File: config.mk
export PLATFORM = sky130hd
export DESIGN_NAME = data_rx_unstuff
export DESIGN_NICKNAME = d
export VERILOG_FILES = /design/src/rtl/data_rx_unstuff.sv
export SDC_FILE = /design/constraint.sdc
export NUM_CORES = 1
export LEC_CHECK = 0
export CAP_MARGIN = 10
export CORE_UTILIZATION = 51
export CTS_BUF_LIST = sky130_fd_sc_hd__clkbuf_4 sky130_fd_sc_hd__clkbuf_8 sky130_fd_sc_hd__clkbuf_16
export CTS_CLUSTER_DIAMETER = 80
export DETAILED_ROUTE_END_ITERATION = 12
export GPL_TIMING_DRIVEN = 0
export PLACE_DENSITY = 0.76
export SYNTH_ARGS = -nofsm -noshare
export SYNTH_HDL_FRONTEND = slang
export SYNTH_SLANG_ARGS = --single-unit
File: constraint.sdc
create_clock -name clock -period 1.94 [get_ports clock]
set_input_delay 0.388 -clock clock [delete_from_list [all_inputs] [get_ports clock]]
set_output_delay 0.388 -clock clock [all_outputs]
set_load 0.05 [all_outputs]
File: src/rtl/data_rx_unstuff.sv
// data_rx_unstuff: receive path for one DATA0 packet. NRZI-decodes the line,
// removes stuff bits, collects 80 kept bits (64 payload + 16 CRC) and checks
// the length and the CRC16 residual at end of packet.
//
// Ports:
//   clock        system clock, one line bit per cycle
//   reset_n      asynchronous active-low reset
//   in_bit       raw NRZI line level (J=1, K=0)
//   dpdm_sending high while in_bit carries a payload/CRC bit
//   load_data    one-cycle end-of-packet strobe
//   data_out     received payload, byte 0 in [7:0]; held until the next packet
//   data_valid   one-cycle pulse when a packet has been checked
//   crc_ok       with data_valid: length 80 and CRC residual correct
//   crc_err      with data_valid: length or CRC wrong
//   unstuff_err  with data_valid: a stuff position carried a 1
//
// Build option: define RX_STUFF_ERR_EN to flag a 1 in a stuff-bit position.
// Without it, stuff bits are dropped regardless of value and unstuff_err is 0.

module data_rx_unstuff (
  input  logic        clock,
  input  logic        reset_n,
  input  logic        in_bit,
  input  logic        dpdm_sending,
  input  logic        load_data,
  output logic [63:0] data_out,
  output logic        data_valid,
  output logic        crc_ok,
  output logic        crc_err,
  output logic        unstuff_err
);

  typedef enum logic [1:0] {IDLE, RECV, DONE} state_t;

  state_t      state, state_next;

  logic        prev_level;
  logic [79:0] shreg, shreg_next;
  logic [15:0] crc, crc_next;
  logic [6:0]  bit_cnt, bit_cnt_next;
  logic [2:0]  ones_cnt, ones_cnt_next;
  logic        stuff_err, stuff_err_next;

  logic        dec_bit;
  logic        start;
  logic        take;
  logic        crc_fb;
  logic        pkt_good;
  logic [15:0] crc_base;
  logic [6:0]  bit_cnt_base;
  logic [2:0]  ones_base;
  logic        stuff_err_base;

  assign dec_bit = (in_bit == prev_level);
  assign start   = (state == IDLE) && dpdm_sending;
  // The bit seen on the IDLE->RECV cycle is the first payload bit; it is
  // processed against freshly cleared counters. load_data wins in RECV.
  assign take    = start || ((state == RECV) && dpdm_sending && !load_data);

  // ---------------- FSM: state register ----------------
  always_ff @(posedge clock or negedge reset_n) begin
    if (!reset_n) state <= IDLE;
    else          state <= state_next;
  end

  // ---------------- FSM: next state ----------------
  always_comb begin
    state_next = state;
    case (state)
      IDLE:    if (dpdm_sending) state_next = RECV;
      RECV:    if (load_data)    state_next = DONE;
      DONE:    state_next = IDLE;
      default: state_next = IDLE;
    endcase
  end

  // ---------------- FSM: outputs ----------------
  assign pkt_good = (bit_cnt == 7'd80) && (crc == 16'h800D) && !stuff_err;

  always_comb begin
    data_valid  = 1'b0;
    crc_ok      = 1'b0;
    crc_err     = 1'b0;
    unstuff_err = 1'b0;
    if (state == DONE) begin
      data_valid = 1'b1;
      crc_ok     = pkt_good;
      crc_err    = !pkt_good;
`ifdef RX_STUFF_ERR_EN
      unstuff_err = stuff_err;
`else
      unstuff_err = 1'b0;
`endif
    end
  end

  // ---------------- datapath: next values ----------------
  always_comb begin
    crc_base       = start ? 16'hFFFF : crc;
    bit_cnt_base   = start ? '0 : bit_cnt;
    ones_base      = start ? '0 : ones_cnt;
    stuff_err_base = start ? 1'b0 : stuff_err;

    shreg_next     = shreg;
    crc_next       = crc;
    bit_cnt_next   = bit_cnt;
    ones_cnt_next  = ones_cnt;
    stuff_err_next = stuff_err;
    crc_fb         = crc_base[15] ^ dec_bit;

    if (take) begin
      crc_next       = crc_base;
      bit_cnt_next   = bit_cnt_base;
      stuff_err_next = stuff_err_base;
      if (ones_base == 3'd6) begin
        // Stuff bit: dropped, only resets the run of ones.
        ones_cnt_next = '0;
`ifdef RX_STUFF_ERR_EN
        stuff_err_next = stuff_err_base | dec_bit;
`endif
      end else begin
        shreg_next    = {dec_bit, shreg[79:1]};
        // Left-shifting register fed in wire order; residual 0x800D.
        crc_next      = {crc_base[14:0], 1'b0} ^ (crc_fb ? 16'h8005 : 16'h0000);
        bit_cnt_next  = (bit_cnt_base == 7'd81) ? 7'd81 : bit_cnt_base + 7'd1;
        ones_cnt_next = dec_bit ? ones_base + 3'd1 : '0;
      end
    end
  end

  // ---------------- datapath: registers ----------------
  always_ff @(posedge clock or negedge reset_n) begin
    if (!reset_n) begin
      prev_level <= 1'b1;
      shreg      <= '0;
      crc        <= 16'hFFFF;
      bit_cnt    <= '0;
      ones_cnt   <= '0;
      stuff_err  <= 1'b0;
      data_out   <= '0;
    end else begin
      if (state != DONE) prev_level <= in_bit;
      shreg     <= shreg_next;
      crc       <= crc_next;
      bit_cnt   <= bit_cnt_next;
      ones_cnt  <= ones_cnt_next;
      stuff_err <= stuff_err_next;
      // Loaded on entry to DONE so it is valid alongside data_valid.
      if ((state == RECV) && load_data) data_out <= shreg[63:0];
    end
  end

endmodule

==> flow_summary.json <==
{
  "violations": "setup timing",
  "nNetsFinal": 945,
  "p_int_mw": 7.23,
  "antenna_found_initial": 0,
  "postSynthAreaPerCell_um2": 8.98,
  "pin_count": 73,
  "syn_to_final_growth_pct": 44.1,
  "port_buffers": 71,
  "synth_most_common_cell": "nand2_1",
  "cp_data_arrival_time_ns": 1.88,
  "ff2ff_path_depth": 10,
  "path_class": "reg -> out",
  "wl_met3_mm": 1.06,
  "fmax_ghz": 0.442,
  "tightest_slew_ns": 0.554,
  "ys_async_sr_fraction": 1.00,
  "routed_via_density": 5.47,
  "yosys_warnings": 0,
  "clock-sinks": 173,
  "grtUsageTotal": 0.273,
  "power.switching_mw": 3.20,
  "relSlewSlack": 0.628,
  "final_util": 0.758,
  "row_count": 42,
  "combPwrFrac": 0.217,
  "synth_seq_cells": 173,
  "crit_fanout": 5,
  "min_from": "crc[9]",
  "min_to": "crc[9]",
  "rsz0062_at_grt": "yes",
  "synthCells": 782,
  "fin_total_pwr_mw": 10.4,
  "leakagePower_nw": 5.59,
  "fillCellCount": 873,
  "setup_viol": 108,
  "clk_latency_ns": 0.44,
  "holdWs_ns": 0.464,
  "start_util": 0.526,
  "coreArea_um2": 13300,
  "grt_pass1_wl_mm": 30.0,
  "post-route-period-util": 1.17,
  "start_kind": "flip-flop",
  "maxCapViolations": 0,
  "wl_per_cell_um": 17.8,
  "hold_depth": 2,
  "synth_top_area_share": 0.556,
  "routed.top_layer": "met4",
  "fin_ws_ns": -0.323,
  "yosysTopAreaCell": "dfrtp_1",
  "grt_max_degree": 104,
  "synth.distinct_cells": 47,
  "fin_crit_ns": 2.26,
  "min_path_type": "reg -> reg",
  "worst_clock_skew_ns": 0.0106,
  "drive_gt1_frac": 0.335,
  "grt_overflow": 0,
  "cts-root-buf": "clkbuf_16",
  "drtIter0Drc": 714,
  "switching_share": 0.307,
  "die_h_um": 119,
  "clkTransAtPathRegs_ns": 0.07,
  "cts.path.max_buffers": 2,
  "antenna_cells": 0,
  "finalHoldViolations": 0,
  "routed_wl_mm": 20.0,
  "fin_setup_tns_ns": -22.77,
  "seq_area_frac_synth": 0.620,
  "maxSlewViolCount": 0,
  "die_area_um2": 14200,
  "cellPowerDensity_nw_per_um2": 1030,
  "reg2reg_to": "shreg[73]",
  "seq_power_share": 0.440,
  "synth_ff_type": "dfrtp_1",
  "drcViolationCount": 0,
  "cts_tree": "done",
  "hpwlAfterDp_mm": 9.22,
  "numCtsBuffers": 17,
  "final_area_um2": 10100,
  "met2_length_mm": 10.2,
  "synthTopCellsByArea": "dfrtp_1 56%, nand2_1 25%, dfstp_2 6.4%, buf_6 1.6%, o21ai_0 1.5%",
  "h-tree-depth": 4,
  "crit_top_cell": "nor2_1",
  "irDropWorstVdd_mv": 0.783,
  "netlist_area_um2": 7020,
  "drt-pass1-iter-count": 5,
  "dpl_cell_area_um2": 8040,
  "ant_nets": 0,
  "ys_top_cells_by_count": "466 x nand2_1, 156 x dfrtp_1, 21 x o21ai_0",
  "rrSetupSlack_ns": -0.32,
  "synth_nets": 790,
  "met1_length_mm": 8.12,
  "crit_chain": "nor2b_1 -> nand4_1 -> nor2_1 -> nor2_1 -> buf_6",
  "die_w_um": 119,
  "clkPwrFrac": 0.344,
  "slowest_stage": "dfrtp_1",
  "required_ns": 1.55,
  "slowest_delay_ns": 0.44,
  "vias": 6164,
  "place_congestion": 0.853,
  "reg2reg_from": "state[1]",
  "synth-edff-count": 0,
  "grt_pass1_vias": 6051,
  "cp-end-kind": "primary output",
  "outcome": "finished, violations left"
}
==> worst max-delay path, delay by kind of cell, from the launching register on <==
| family | cells | cell delay, ns |
|---|---|---|
| buf+inv | 1 | 0.15 |
| flops | 1 | 0.44 |
| simple gates | 4 | 0.85 |
==> how the worst max path moves through the flow <==
stage | slack [ns] | depth (start not counted) | endpoint | from
after floorplan | 0.002 | 10 | shreg[72] | state[0]
after global placement | -6.53 | 1 | data_out[34] | reset_n
after detailed placement | -0.75 | 10 | shreg[72] | dpdm_sending
after CTS | -0.27 | 4 | crc_ok | bit_cnt[3]
after global routing | -0.37 | 5 | crc_err | bit_cnt[1]
final | -0.32 | 5 | crc_err | bit_cnt[1]
==> metrics by stage <==
| stage | std cells | setup WS, ns |
|---|---|---|
| 2_1_floorplan | 782 | 0.00228 |
| 3_3_place_gp | 1029 | -6.53 |
| 5_1_grt | 1126 | -0.372 |
| 3_5_place_dp | 1030 | -0.747 |
| 4_1_cts | 1114 | -0.274 |
| 6_report | 1126 | -0.323 |
==> cell families (layout without fill, tap and decap cells) <==
family / after synthesis / in the layout / share of synthesized area
adders and majority gates: 3 / 3 / 0.00535
AOI/OAI and AO/OA: 40 / 40 / 0.0355
buffers and inverters: 47 / 212 / 0.0412
other: 1 / 1 / 0.000534
muxes: 2 / 2 / 0.00303
and+or+nand+nor: 511 / 514 / 0.288
DFF: 173 / 173 / 0.620
xor gates and xnor gates: 5 / 5 / 0.00624
==> per-layer routing <==
metal / vias to the layer above / track usage
li1: 2774 / -
met1: 3056 / 0.343
met2: 264 / 0.460
met3: 70 / 0.0560
met4: 0 / 0.115
met5: - / 0
==> power by group through the flow <==
| stage | clock [mW] | sequential (mW) | combinational, mW |
|---|---|---|---|
| after global placement | 0 | 4.47 | 1.27 |
| final | 3.58 | 4.59 | 2.26 |
| after detailed placement | 0 | 4.48 | 1.33 |
| after global routing | 3.76 | 4.62 | 2.41 |
| after floorplan | 0 | 4.48 | 0.878 |
| after CTS | 3.55 | 4.50 | 1.89 |
==> layout by cell type, fill, tap and decap left out, types with 3 or more instances in the layout <==
master / count
nand3_4: 5
nor2_1: 8
dlygate4sd2_1: 65
dfrtp_2: 4
nand2_1: 357
nand4_1: 3
nand2_2: 93
clkbuf_16: 19
buf_4: 23
a41oi_1: 3
clkinv_2: 4
buf_2: 6
bufinv_16: 3
xnor2_1: 4
o21ai_1: 5
and3_4: 3
buf_12: 8
dfstp_2: 17
nand3_1: 4
nand2_4: 16
inv_1: 5
o21ai_2: 14
buf_8: 18
nor2b_1: 3
clkbuf_8: 6
dfrtp_1: 152
buf_6: 41
==> what timing repair did <==
| item | CTS | global route |
|---|---|---|
| pin swaps | 141 | 59 |
| gates cloned | 21 | 1 |
| gates resized for setup | 283 | 114 |
| endpoints found under the hold margin | 56 | 0 |
| endpoints found under the setup margin | 173 | 161 |
| hold buffers | 1 | 0 |
| setup buffers | 31 | 14 |
==> state kept, by name (all words and copies together), names as in the netlist <==
register	count
crc	16
ones_cnt	3
data_out	64
shreg	80
bit_cnt	7
prev_level	1
state	2
==> area by class of cell <==
class                      instances  area [um2]  area share
buffer                            39         458      0.0453
multi-input combinational        565        3030       0.300
tap                              176         220      0.0218
inverter                           7        26.3     0.00260
clock inverter                    13         163      0.0161
timing repair buffer             134        1400       0.139
sequential                       173        4360       0.431
clock buffer                      19         453      0.0448
(Power assumes the default switching activity.)
